<file path="config.mk">
export PLATFORM = sky130hd
export DESIGN_NAME = najla_result_serializer
export DESIGN_NICKNAME = d
export VERILOG_FILES = /design/src/rtl/najla_result_serializer.sv
export SDC_FILE = /design/constraint.sdc
export NUM_CORES = 1
export LEC_CHECK = 0
export ABC_AREA = 1
export CORE_UTILIZATION = 52
export CTS_CLUSTER_SIZE = 14
export DETAILED_ROUTE_END_ITERATION = 7
export MAX_ROUTING_LAYER = met4
export PLACE_DENSITY = 0.76
export SYNTH_ARGS = -nofsm -noshare
export SYNTH_HDL_FRONTEND = slang
export SYNTH_SLANG_ARGS = --single-unit
</file>
<file path="constraint.sdc">
create_clock -name clk -period 6.1 [get_ports clk]
set_input_delay 0.61 -clock clk [delete_from_list [all_inputs] [get_ports clk]]
set_output_delay 0.61 -clock clk [all_outputs]
set_load 0.03 [all_outputs]
</file>
<file path="src/rtl/najla_result_serializer.sv">
// Buffers 128-bit {log10, ln} Q30 result pairs in a small circular FIFO.
// Each entry is emitted as four 32-bit words on a valid/ready stream.
module najla_result_serializer #(
    parameter int DEPTH = 4
) (
    input  logic                     clk,
    input  logic                     rst_n,
    input  logic                     in_valid,
    output logic                     in_ready,
    input  logic signed [63:0]       in_ln_q30,
    input  logic signed [63:0]       in_log10_q30,
    output logic                     out_valid,
    input  logic                     out_ready,
    output logic [31:0]              out_data,
    output logic [1:0]               out_idx,
    output logic                     out_last,
    output logic [$clog2(DEPTH):0]   level,
    output logic [31:0]              result_cnt
);

    localparam int AW = $clog2(DEPTH);
    localparam int LW = AW + 1;

    if (!(DEPTH == 2 || DEPTH == 4 || DEPTH == 8)) begin : g_bad_depth
        $error("najla_result_serializer: DEPTH must be 2, 4 or 8");
    end

    logic [127:0]  r_mem [DEPTH];
    logic [AW-1:0] r_wptr;
    logic [AW-1:0] r_rptr;
    logic [LW-1:0] r_level;
    logic [1:0]    r_idx;
    logic [31:0]   r_cnt;

    logic          w_push;
    logic          w_word_xfer;
    logic          w_pop;
    logic [127:0]  w_head;

    // Flow control comes purely from registered occupancy, so a full FIFO
    // never accepts a beat even when the head is being popped that cycle.
    assign in_ready    = (r_level < LW'(DEPTH));
    assign out_valid   = (r_level != '0);
    assign w_push      = in_valid && in_ready;
    assign w_word_xfer = out_valid && out_ready;
    assign w_pop       = w_word_xfer && (r_idx == 2'd3);
    assign w_head      = r_mem[r_rptr];

    assign out_idx    = r_idx;
    assign out_last   = out_valid && (r_idx == 2'd3);
    assign level      = r_level;
    assign result_cnt = r_cnt;

    always_comb begin
        out_data = '0;
        if (out_valid) begin
            case (r_idx)
                2'd0:    out_data = w_head[31:0];
                2'd1:    out_data = w_head[63:32];
                2'd2:    out_data = w_head[95:64];
                default: out_data = w_head[127:96];
            endcase
        end
    end

    always_ff @(posedge clk) begin
        if (w_push) begin
            r_mem[r_wptr] <= {in_log10_q30, in_ln_q30};
        end
    end

    always_ff @(posedge clk or negedge rst_n) begin
        if (!rst_n) begin
            r_wptr  <= '0;
            r_rptr  <= '0;
            r_level <= '0;
            r_idx   <= '0;
            r_cnt   <= '0;
        end else begin
            if (w_push) begin
                r_wptr <= r_wptr + AW'(1);
            end
            if (w_word_xfer) begin
                r_idx <= r_idx + 2'd1;
            end
            if (w_pop) begin
                r_rptr <= r_rptr + AW'(1);
                r_cnt  <= r_cnt + 32'd1;
            end
            case ({w_push, w_pop})
                2'b10:   r_level <= r_level + LW'(1);
                2'b01:   r_level <= r_level - LW'(1);
                default: r_level <= r_level;
            endcase
        end
    end

endmodule

</file>
==> run_results.csv <==
group,metric,value,unit
synth,ys_seq_elements,553,
clock_tree,cts_setup_buffers,0,
critical_path,worst_setup_path_end_kind,"output port",
sta,setup_viol,0,
clock_tree,cts_made_buffers,55,
sta,clock_skew,0.02379,ns
clock_tree,cts.htree.levels,2,
global_routing,grt-ovfl-total,0,
finish,area_growth,18.31,%
run,cap_viol_max_count,0,
finish,finalCoreUtilization,62.67,%
power_and_ir_drop,ir_drop,0.0003835,V
finish,fin_nets,2356,
placement,port_buffers,203,
global_routing,grt_pass1_vias,14785,
global_routing,grtUsageMet3,5.052,%
placement,gp_congestion,0.8896,
synth,yosysWarnings,0,
clock_tree,cts_tree,"done",
finish,seqCellArea,16410,µm²
synth,syn_nets,2184,
clock_tree,clk_latency,0.61,ns
worst_hold_path,min_path_type,"in2async",
synth,synth_top_area_share,66.94,%
clock_tree,clock_path_buffers,3,
drt,drt-total-wl,58650,µm
global_routing,grtUsageMet2,39.58,%
drt,drt-vias-per-instance,5.591,
drt,ant_nets,0,
die,io_pins,204,
critical_path,cp_max_fo,58,
die,die_w,212.2,µm
sta,rsz0062_at_grt,"no",
die,die_h,212.2,µm
drt,vias,15928,
clock_tree,ctsHoldBuffers,0,
sta,period_share,76.65,%
sta,drv_slew,0,
sta,maxSlewHeadroom,33.19,%
critical_path,path_class,"reg2out",
sta,finalSetupTns,0,ns
synth,synthesis.instances,2040,
die,start_util,52.97,%
clock_tree,clkSinkCount,553,
clock_tree,cts_resized,0,
finish,drive_above_1_share,4.918,%
sta,hold_violations,0,
drt,remaining_drc_errors,0,
global_routing,track_usage,26.76,%
finish,mostFrequentLayoutCell,"nand2_1",
critical_path,cpPeakStageDelay,0.75,ns
synth,yosysUniqueCellTypes,29,
critical_path,crit_path_cell_trace,"buf_4 -> buf_4 -> o21ai_0 -> o21ai_1 -> nand2_1 -> nand2_1 -> nor2_1 -> nor2_1 -> clkdlybuf4s50_1",
finish,multi_input_area,5798,µm²
finish,num-fill-cells,3335,
synth,yosys-top-cells-area,"edfxtp_1 (67%), nand2_1 (8.7%), nor2_1 (6.1%), dfrtp_1 (4.5%), o21ai_0 (4.2%)",
global_routing,antenna_found_initial,8,
drt,wl_per_cell,20.59,µm
power_and_ir_drop,p_leak,9.914,nW
critical_path,cp-start-kind,"flip-flop",
critical_path,worstPathArrival,4.07,ns
critical_path,worstPathRequired,5.49,ns
critical_path,critPathBufInv,3,
sta,max_clock_freq,213.9,MHz
die,core,43360,µm²
clock_tree,cts-root-buf,"clkbuf_16",
drt,drt_iter0_markers,1846,
sta,tightest_slew,1.002,ns
sta,fin_crit,4.676,ns
synth,ys_seq_area_share,71.40,%
global_routing,met1_usage,38.37,%
die,die-area,45020,µm²
clock_tree,clk_pin_slew,0.06,ns
synth,synth_top_area_cell,"edfxtp_1",
critical_path,crit_family,"buffers and inverters",
global_routing,grt.busiest_layer,"met2",
synth,syn-cell-area,22970,µm²
critical_path,cp_slowest_cell,"dfrtp_4",
global_routing,grt_max_degree,129,
synth,syn_area_per_cell,11.26,µm²
run_status,outcome,"complete, no violations",
power_and_ir_drop,cellPowerDensity,487.7,nW/µm²
global_routing,grt_pass1_wl,87200,µm
placement,dp.final_hpwl,34530,µm
finish,layout_common_cells,"nand2_1 (531), edfxtp_1 (512), nor2_1 (370), clkdlybuf4s50_1 (202), o21ai_0 (192)",
drt,first_pass_iters,5,
sta,fin_hold_ws,0.1965,ns
die,std_cell_rows,76,
-- cell usage after synthesis --
library cell and count:
inv_1 48, a21oi_1 3, buf_4 5, xor2_1 17
clkinv_1 1, o21ai_0 192, nor3_2 4, buf_6 21
nand3_1 110, and2_1 3, nand3_2 2, nand2_1 531
fa_1 1, ha_1 11, edfxtp_1 512, a31oi_1 1
nor3_1 1, buf_1 10, o21ai_1 67, o21bai_1 1
inv_2 2, nand3b_1 2, nor2_1 374, xnor2_1 4
dfrtp_1 41, buf_2 25, nand4_1 8, buf_12 1
clkbuf_1 42
-- per-layer routing --
layer  vias to the layer above  wire length, µm
met5                         -                0
met4                         0             1172
met3                        80             5628
met2                       804            27120
met1                      7724            24740
li1                       7320                -
-- registers in the layout, indices dropped and copies added, names as in the netlist --
register and cells:
result_cnt 32, out_idx 2, r_wptr 2, r_mem 512, level 3, r_rptr 2
-- final timing paths --
path / slack (ns) / to / from / cells after the start
max reg2reg: 2.46 / level[1] / level[0] / 8
min: 0.20 / result_cnt[11] / rst_n / 1
max in group asynchronous: 5.17 / r_rptr[1] / rst_n / 1
max: 1.42 / out_data[25] / r_rptr[1] / 9
min in group clk: 0.51 / level[0] / level[0] / 1
min reg2reg: 0.51 / level[0] / level[0] / 1
-- where the power goes --
part | internal (mW) | switching, mW
sequential | 4.67 | 0.192
clock | 1.99 | 1.40
combinational | 1.50 | 3.50
total | 8.17 | 5.09
-- kinds of logic (layout without fill, tap and decap cells) --
kind of cell | after synthesis | count (layout) | synth area share, %
AOI/OAI and AO/OA | 264 | 264 | 5.769
xor gates and xnor gates | 21 | 21 | 0.8007
adders and majority gates | 12 | 12 | 0.6863
buffers and inverters | 155 | 372 | 3.508
DFF | 553 | 553 | 71.40
other | 0 | 7 | 0
and+or+nand+nor | 1035 | 1035 | 17.83
-- worst reg2reg max path, stage by stage, from the launching register on --
cell	delay, ns
dfrtp_1	0.41
inv_1	0.14
nand3_2	0.73
nand3_2	0.81
clkinv_1	0.46
ha_1	0.32
inv_1	0.09
fa_1	0.42
o21ai_0	0.18
-- cell type report --
type	instances	area share [%]
multi-input combinational	1332	21.34
clock inverter	28	1.220
inverter	51	0.7413
sequential	553	60.38
tap	585	2.693
clock buffer	74	5.437
antenna	7	0.06446
timing repair buffer	219	8.131
-- stage by stage --
stage | worst slack [ns] | instances | total power [mW] | cell area (µm²)
3_3_place_gp | 2.135 | 2740 | 9.800 | 25350
6_report | 1.424 | 2849 | 13.25 | 27180
2_1_floorplan | -0.9488 | 2040 | 8.227 | 22970
5_1_grt | 1.193 | 2849 | 13.91 | 27180
3_5_place_dp | 2.064 | 2740 | 9.880 | 25350
4_1_cts | 1.447 | 2842 | 13.27 | 27160
Power figures use the tool's default switching activity.
